$ cat src/rtl/tinyqv_debug_uart_pkg.sv
// Shared constants for the tinyQV debug UART: register map, STATUS/CONFIG
// field positions and the transmitter state encoding.
package tinyqv_debug_uart_pkg;

  localparam logic [3:0] ADDR_TXDATA = 4'h0;
  localparam logic [3:0] ADDR_STATUS = 4'h4;
  localparam logic [3:0] ADDR_CONFIG = 4'h8;

  localparam int unsigned ST_BUSY      = 0;
  localparam int unsigned ST_FULL      = 1;
  localparam int unsigned ST_EMPTY     = 2;
  localparam int unsigned ST_OVF       = 3;
  localparam int unsigned ST_LEVEL_LSB = 8;

  localparam int unsigned CFG_STOP2   = 16;
  localparam int unsigned CFG_IRQ_EN  = 17;
  localparam int unsigned CFG_THR_LSB = 20;

  localparam logic [1:0] WN_NONE = 2'b11;
  localparam logic [1:0] WN_WORD = 2'b10;

  typedef enum logic [2:0] {
    S_IDLE,
    S_START,
    S_DATA,
    S_STOP1,
    S_STOP2
  } uart_state_e;

endpackage

$ cat src/rtl/tinyqv_debug_uart_fifo_if.sv
// tinyQV peripheral bus as seen by the debug UART; the CPU side is the master.
interface tinyqv_debug_uart_fifo_if;
  logic [3:0]  addr_in;
  logic [31:0] data_in;
  logic [1:0]  data_write_n;
  logic [1:0]  data_read_n;
  logic [31:0] data_out;
  logic        data_ready;

  modport master (
    output addr_in, data_in, data_write_n, data_read_n,
    input  data_out, data_ready
  );

  modport slave (
    input  addr_in, data_in, data_write_n, data_read_n,
    output data_out, data_ready
  );
endinterface

$ cat src/rtl/tinyqv_sync_fifo.sv
// Single-clock FIFO with occupancy count; push on full and pop on empty are ignored.
module tinyqv_sync_fifo #(
  parameter int unsigned WIDTH = 8,
  parameter int unsigned DEPTH = 8
) (
  input  logic                       clk,
  input  logic                       rst,
  input  logic                       push_i,
  input  logic [WIDTH-1:0]           data_i,
  input  logic                       pop_i,
  output logic [WIDTH-1:0]           data_o,
  output logic                       full_o,
  output logic                       empty_o,
  output logic [$clog2(DEPTH):0]     level_o
);

  localparam int unsigned AW = $clog2(DEPTH);

  logic [WIDTH-1:0] mem_q [DEPTH];
  logic [AW-1:0]    wr_ptr_q, rd_ptr_q;
  logic [AW:0]      level_q;
  logic             push_ok, pop_ok;

  assign full_o  = (level_q == (AW+1)'(DEPTH));
  assign empty_o = (level_q == '0);
  assign level_o = level_q;
  assign data_o  = mem_q[rd_ptr_q];

  // Full check uses the pre-edge level, so a same-cycle pop never frees room for a push.
  assign push_ok = push_i & ~full_o;
  assign pop_ok  = pop_i & ~empty_o;

  always_ff @(posedge clk or posedge rst) begin
    if (rst) begin
      wr_ptr_q <= '0;
      rd_ptr_q <= '0;
      level_q  <= '0;
    end else begin
      if (push_ok) wr_ptr_q <= wr_ptr_q + 1'b1;
      if (pop_ok)  rd_ptr_q <= rd_ptr_q + 1'b1;
      if (push_ok && !pop_ok)      level_q <= level_q + 1'b1;
      else if (pop_ok && !push_ok) level_q <= level_q - 1'b1;
    end
  end

  always_ff @(posedge clk) begin
    if (push_ok) mem_q[wr_ptr_q] <= data_i;
  end

endmodule

$ cat src/rtl/tinyqv_debug_uart_fifo.sv
// Memory-mapped debug UART transmitter: TX FIFO, runtime baud divider,
// 1/2 stop bits, sticky overflow flag and FIFO-level interrupt.
module tinyqv_debug_uart_fifo
  import tinyqv_debug_uart_pkg::*;
#(
  parameter int unsigned CLOCK_MHZ    = 64,
  parameter int unsigned DEFAULT_BAUD = 4_000_000,
  parameter int unsigned FIFO_DEPTH   = 8,
  parameter int unsigned DIV_WIDTH    = 12
) (
  input  logic                     clk,
  input  logic                     rst,
  tinyqv_debug_uart_fifo_if.slave  bus,
  output logic                     uart_txd,
  output logic                     tx_busy,
  output logic                     irq
);

  localparam int unsigned DEFAULT_DIV = CLOCK_MHZ * 1_000_000 / DEFAULT_BAUD - 1;
  localparam int unsigned LVL_W       = $clog2(FIFO_DEPTH) + 1;

  logic [7:0]       fifo_data;
  logic             fifo_full, fifo_empty, fifo_pop;
  logic [LVL_W-1:0] fifo_level;

  logic                 wr_any, wr_word;
  logic                 push_req;
  logic                 ovf_q, ovf_d;
  logic [DIV_WIDTH-1:0] div_q;
  logic                 stop2_q, irq_en_q;
  logic [3:0]           thr_q;
  logic                 irq_q, irq_d;

  uart_state_e          state_q;
  logic [DIV_WIDTH-1:0] baud_q;
  logic [2:0]           bit_q;
  logic [7:0]           shift_q;
  logic                 txd_q;
  logic                 bit_end, frame_end, load;

  logic [31:0] status_w, config_w;

  assign wr_any   = (bus.data_write_n != WN_NONE);
  assign wr_word  = (bus.data_write_n == WN_WORD);
  assign push_req = wr_any && (bus.addr_in == ADDR_TXDATA);

  tinyqv_sync_fifo #(
    .WIDTH (8),
    .DEPTH (FIFO_DEPTH)
  ) u_fifo (
    .clk     (clk),
    .rst     (rst),
    .push_i  (push_req),
    .data_i  (bus.data_in[7:0]),
    .pop_i   (fifo_pop),
    .data_o  (fifo_data),
    .full_o  (fifo_full),
    .empty_o (fifo_empty),
    .level_o (fifo_level)
  );

  // Register file: overflow set takes priority over a same-cycle clear.
  always_comb begin
    ovf_d = ovf_q;
    if (push_req && fifo_full)
      ovf_d = 1'b1;
    else if (wr_any && (bus.addr_in == ADDR_STATUS) && bus.data_in[ST_OVF])
      ovf_d = 1'b0;
  end

  assign irq_d = irq_en_q && (8'(fifo_level) <= 8'(thr_q));

  always_ff @(posedge clk or posedge rst) begin
    if (rst) begin
      ovf_q    <= 1'b0;
      div_q    <= DIV_WIDTH'(DEFAULT_DIV);
      stop2_q  <= 1'b0;
      irq_en_q <= 1'b0;
      thr_q    <= '0;
      irq_q    <= 1'b0;
    end else begin
      ovf_q <= ovf_d;
      irq_q <= irq_d;
      if (wr_word && (bus.addr_in == ADDR_CONFIG)) begin
        div_q    <= bus.data_in[DIV_WIDTH-1:0];
        stop2_q  <= bus.data_in[CFG_STOP2];
        irq_en_q <= bus.data_in[CFG_IRQ_EN];
        thr_q    <= bus.data_in[CFG_THR_LSB +: 4];
      end
    end
  end

  // Transmitter: the baud counter reloads from div_q at every bit boundary.
  assign bit_end   = (state_q != S_IDLE) && (baud_q == '0);
  assign frame_end = bit_end && ((state_q == S_STOP2) || ((state_q == S_STOP1) && !stop2_q));
  assign load      = ((state_q == S_IDLE) || frame_end) && !fifo_empty;
  assign fifo_pop  = load;

  always_ff @(posedge clk or posedge rst) begin
    if (rst) begin
      state_q <= S_IDLE;
      baud_q  <= '0;
      bit_q   <= '0;
      shift_q <= '0;
      txd_q   <= 1'b1;
    end else if (load) begin
      state_q <= S_START;
      shift_q <= fifo_data;
      baud_q  <= div_q;
      bit_q   <= '0;
      txd_q   <= 1'b0;
    end else if (state_q != S_IDLE) begin
      if (!bit_end) begin
        baud_q <= baud_q - 1'b1;
      end else begin
        baud_q <= div_q;
        case (state_q)
          S_START: begin
            state_q <= S_DATA;
            txd_q   <= shift_q[0];
            shift_q <= shift_q >> 1;
            bit_q   <= '0;
          end
          S_DATA: begin
            if (bit_q == 3'd7) begin
              state_q <= S_STOP1;
              txd_q   <= 1'b1;
            end else begin
              txd_q   <= shift_q[0];
              shift_q <= shift_q >> 1;
              bit_q   <= bit_q + 3'd1;
            end
          end
          S_STOP1: begin
            state_q <= stop2_q ? S_STOP2 : S_IDLE;
            txd_q   <= 1'b1;
          end
          default: begin
            state_q <= S_IDLE;
            txd_q   <= 1'b1;
          end
        endcase
      end
    end
  end

  assign uart_txd = txd_q;
  assign tx_busy  = (state_q != S_IDLE) || !fifo_empty;
  assign irq      = irq_q;

  always_comb begin
    status_w                            = '0;
    status_w[ST_BUSY]                   = tx_busy;
    status_w[ST_FULL]                   = fifo_full;
    status_w[ST_EMPTY]                  = fifo_empty;
    status_w[ST_OVF]                    = ovf_q;
    status_w[ST_LEVEL_LSB +: LVL_W]     = fifo_level;
  end

  always_comb begin
    config_w                    = '0;
    config_w[DIV_WIDTH-1:0]     = div_q;
    config_w[CFG_STOP2]         = stop2_q;
    config_w[CFG_IRQ_EN]        = irq_en_q;
    config_w[CFG_THR_LSB +: 4]  = thr_q;
  end

  always_comb begin
    case (bus.addr_in)
      ADDR_TXDATA: bus.data_out = '0;
      ADDR_STATUS: bus.data_out = status_w;
      ADDR_CONFIG: bus.data_out = config_w;
      default:     bus.data_out = '1;
    endcase
  end

  assign bus.data_ready = 1'b1;

endmodule

$ cat src/flat_wrapper.sv
// flat-port wrapper written by rule: the top's interface ports become plain ports
module tinyqv_debug_uart_fifo_flat import tinyqv_debug_uart_pkg::*;
#(
  parameter int unsigned CLOCK_MHZ    = 64,
  parameter int unsigned DEFAULT_BAUD = 4_000_000,
  parameter int unsigned FIFO_DEPTH   = 8,
  parameter int unsigned DIV_WIDTH    = 12
)
  (clk, rst, uart_txd, tx_busy, irq, bus_addr_in, bus_data_in, bus_data_write_n, bus_data_read_n, bus_data_out, bus_data_ready);
  tinyqv_debug_uart_fifo_if bus_i ();
  input  logic clk;
  input  logic rst;
  output logic uart_txd;
  output logic tx_busy;
  output logic irq;
  input wire logic [$bits(bus_i.addr_in)-1:0] bus_addr_in;
  input wire logic [$bits(bus_i.data_in)-1:0] bus_data_in;
  input wire logic [$bits(bus_i.data_write_n)-1:0] bus_data_write_n;
  input wire logic [$bits(bus_i.data_read_n)-1:0] bus_data_read_n;
  output wire logic [$bits(bus_i.data_out)-1:0] bus_data_out;
  output wire logic [$bits(bus_i.data_ready)-1:0] bus_data_ready;
  assign bus_i.addr_in = bus_addr_in;
  assign bus_i.data_in = bus_data_in;
  assign bus_i.data_write_n = bus_data_write_n;
  assign bus_i.data_read_n = bus_data_read_n;
  assign bus_data_out = bus_i.data_out;
  assign bus_data_ready = bus_i.data_ready;
  tinyqv_debug_uart_fifo #(.CLOCK_MHZ(CLOCK_MHZ), .DEFAULT_BAUD(DEFAULT_BAUD), .FIFO_DEPTH(FIFO_DEPTH), .DIV_WIDTH(DIV_WIDTH)) u_core (.clk(clk), .rst(rst), .bus(bus_i), .uart_txd(uart_txd), .tx_busy(tx_busy), .irq(irq));
endmodule
$ cat config.mk
export PLATFORM = sky130hd
export DESIGN_NAME = tinyqv_debug_uart_fifo_flat
export DESIGN_NICKNAME = d
export VERILOG_FILES = /design/src/rtl/tinyqv_debug_uart_pkg.sv /design/src/rtl/tinyqv_debug_uart_fifo_if.sv /design/src/rtl/tinyqv_sync_fifo.sv /design/src/rtl/tinyqv_debug_uart_fifo.sv /design/src/flat_wrapper.sv
export SDC_FILE = /design/constraint.sdc
export NUM_CORES = 1
export LEC_CHECK = 0
export BUFFER_PORTS_ARGS = -buffer_cell sky130_fd_sc_hd__buf_2
export CORE_ASPECT_RATIO = 1.75
export CORE_MARGIN = 5
export CORE_UTILIZATION = 58
export CTS_CLUSTER_DIAMETER = 80
export DETAILED_ROUTE_END_ITERATION = 12
export GPL_TIMING_DRIVEN = 0
export PLACE_DENSITY = 0.8
export SLEW_MARGIN = 0
export SYNTH_ARGS = -nofsm -noshare
export SYNTH_HDL_FRONTEND = slang
export SYNTH_SLANG_ARGS = --single-unit
$ cat constraint.sdc
create_clock -name clk -period 4 [get_ports clk]
set_input_delay 0.2 -clock clk [delete_from_list [all_inputs] [get_ports clk]]
set_output_delay 0.2 -clock clk [all_outputs]
set_load 0.02 [all_outputs]
==> out/qor.yml <==
worst_setup_path:
  startpoint_type: "register"
  reg2regPathDepth: 16
  rrSetupSlack_ns: 0.52
  cp.arrival_ns: 3.77
  critPathMaxFanout: 10
  endpoint_kind: "register"
  rr_endpoint: "u_core.u_fifo.level_o[3]"
  regToRegStartpoint: "u_core.baud_q[0]"
  path_class: "register to register"
  crit_required_ns: 4.29
clock_network:
  hold_buffers: 3
  cts_setup_buffers: 0
  h-tree-depth: 4
  cts_buffers: 17
  clkSinkCount: 121
  root_buffer: "clkbuf_16"
  clk-insertion-delay-late_ns: 0.42
  cts_tree: "done"
  clock_path_buffers: 2
  clkTransAtPathRegs_ns: 0.06
  cts_resized: 0
routing:
  ant_nets: 0
  wire_per_inst_um: 19.97
  first_pass_iters: 5
  drc: 0
  wl_um: 13380
  via_per_inst: 5.961
  drt-initial-drc-count: 359
  vias: 3994
worst_hold_path:
  hp-start: "bus_data_in[23]"
  worstHoldPathCells: 3
  hp-class: "input pin to register"
  min_to: "u_core.thr_q[3]"
synthesis:
  syn_inst: 449
  synth_ff_type: "edfxtp_1"
  synth-edff-count: 64
  synth_seq_area_share_pct: 57.90
  synthArstFlopShare_pct: 47.11
  synth-seq-cells: 121
  synth_area_sq_um: 5793
  syn_avg_cell_area_sq_um: 12.90
  ys_types: 60
  syn-num-nets: 505
  yosysWarnings: 0
global_routing:
  grt-ovfl-total: 0
  grt_pass1_vias: 4156
  antenna_found_initial: 0
  grt_pass1_wl_um: 21680
  grt_max_degree: 33
  grt_util_all_layers_pct: 23.68
timing:
  setup_violations: 0
  tightest_slew_ns: 1.288
  fmax_mhz: 287.2
  min_period_over_period_pct: 87.04
  slew_headroom_pct: 13.46
  finalSetupTns_ns: 0
  rsz0062_at_grt: "false"
  finalMaxSlewViolations: 0
  hold_violations: 0
  min_period_ns: 3.482
  fin_worst_skew_ns: 0.01192
power:
  pwr_density_cell_nw_per_um2: 715.9
  finalPower_mw: 4.928
  leakagePower_nw: 2.693
  ir_drop_v: 0.0004528
die:
  io_pins: 78
  die-area_sq_um: 12160
  die_w_um: 85.55
  fp.dieH_um: 142.2
  core_sq_um: 9849
  start_util_pct: 58.82
  rows: 48
outcome:
  outcome: "finished, final reports clean"
job:
  cap_violations: 0
place:
  dp_hpwl_um: 9309
  port_buffers: 60
  routabilityCongestion: 0.9145
final_layout:
  nets: 588
  diodes: 0
  layout-drive-gt1-share_pct: 32.48
  area_growth_pct: 18.83
-- cells in the final DEF (no fill, tap or decap), drive strengths merged, types with 9 or more instances in the layout --
cell type,netlist,layout
buf,26,87
edfxtp,64,64
dfrtp,52,52
nor2,39,39
o21ai,32,32
clkbuf,10,27
inv,15,25
a21oi,24,24
nand2,23,23
mux2,19,19
mux4,16,16
nor3,15,15
ha,13,13
o21a,11,11
mux2i,9,9
-- cells in the mapped netlist, types with 2 or more instances --
master    instances  area (sq um)
edfxtp_1         64          1922
dfrtp_1          52          1301
nor2_1           37         138.9
o21ai_0          28         140.1
nand2_1          23         86.33
a21oi_1          22         110.1
mux2_2           19         214.0
mux4_2           16         360.4
buf_4            15         112.6
inv_1            15         56.30
ha_1             13         162.7
nor3_1           13         65.06
o21a_1           11         82.58
clkbuf_1         10         37.54
mux2i_1           9         90.09
buf_2             8         40.04
a211oi_1          6         45.04
nand2b_1          6         37.54
dfstp_2           5         131.4
nand3_1           5         25.02
or3_1             5         31.28
xor2_1            5         43.79
nand4_1           4         25.02
o21ai_1           4         20.02
xnor2_1           4         35.03
a31oi_1           3         18.77
nor2b_1           3         18.77
a21o_1            2         15.01
a21oi_2           2         17.52
a32oi_1           2         17.52
buf_6             2         22.52
nor2_4            2         22.52
nor4_1            2         12.51
nor4b_1           2         17.52
o211ai_1          2         15.01
o31ai_1           2         15.01
o31ai_2           2         25.02
or4_4             2         22.52
-- state kept, by name, indices dropped and copies added (netlist names) --
signal / count
u_core.uart_txd: 1
u_core.irq_en_q: 1
u_core.div_q: 12
u_core.irq: 1
u_core.baud_q: 12
u_core.bit_q: 3
u_core.u_fifo.level_o: 4
u_core.u_fifo.rd_ptr_q: 3
u_core.shift_q: 8
u_core.u_fifo.wr_ptr_q: 3
u_core.state_q: 3
u_core.ovf_q: 1
u_core.u_fifo.mem_q: 64
u_core.stop2_q: 1
u_core.thr_q: 4
-- how the worst max path moves through the flow --
stage | from | end | slack [ns] | depth (start not counted)
6_report | u_core.baud_q[0] | u_core.u_fifo.level_o[3] | 0.52 | 16
5_1_grt | u_core.baud_q[0] | u_core.u_fifo.level_o[3] | 0.32 | 16
4_1_cts | u_core.baud_q[0] | u_core.u_fifo.level_o[3] | 0.51 | 16
3_5_place_dp | u_core.baud_q[0] | u_core.u_fifo.level_o[3] | 0.56 | 16
3_3_place_gp | u_core.baud_q[0] | u_core.u_fifo.level_o[3] | 0.66 | 16
2_1_floorplan | u_core.baud_q[0] | u_core.u_fifo.level_o[3] | 0.89 | 16
-- worst max-delay path, stage by stage, from the launching register on --
cell and delay, ns:
dfrtp_1 0.37, inv_1 0.12, ha_1 0.17, or4b_4 0.51, nor3_4 0.39, a22oi_2 0.14, nor2_4 0.14, buf_6 0.16
inv_1 0.07, ha_1 0.20, inv_1 0.12, ha_1 0.25, a21o_1 0.18, a21oi_1 0.17, xnor2_1 0.14, nor2_1 0.07
xor2_1 0.14
-- area by class of cell --
class / instances / area [sq um]
Clock buffer: 17 / 425.4
Inverter: 15 / 56.30
Sequential cell: 121 / 3354
Tap cell: 125 / 156.4
Buffer: 36 / 216.5
Timing Repair Buffer: 64 / 350.3
Multi-Input combinational cell: 277 / 2171
Clock inverter: 15 / 153.9
Fill cell: 684 / 2965
-- metrics by stage --
stage               instances  hold WS, ns  util, %  area (sq um)  worst slack (ns)
floorplan                 449       0.2989        -          5793            0.8896
global placement          634       0.4054    63.45          6250            0.6559
detailed placement        635       0.3628    63.66          6270            0.5643
CTS                       670     0.005590    69.84          6879            0.5118
global route              670     0.008185    69.89          6884            0.3224
finish                    670      0.01736    69.89          6884            0.5182
-- metal layers --
layer	up-vias	part of all wire [%]	global-route usage (%)
met5	-	0	0
met3	32	4.8	5.794
met1	1997	35	25.33
met2	140	57	43.16
met4	0	3.2	11.09
li1	1825	-	-
-- power by group --
| group | switching (mW) | leakage (nW) | internal [mW] |
|---|---|---|---|
| clock | 0.613 | 0.282 | 0.879 |
| combinational | 0.925 | 1.14 | 0.726 |
| sequential | 0.229 | 1.27 | 1.56 |
-- cell families after synthesis --
family	Yosys count	share of synthesized area, %
AOI/OAI and AO/OA	93	10.13
buffers and inverters	51	4.708
other	1	0.06473
adders and majority gates	14	3.153
muxes	44	11.47
and+or+nand+nor	115	10.93
DFF	121	57.91
xor gates and xnor gates	10	1.641
Note: power is estimated with default switching activity, not from simulation.
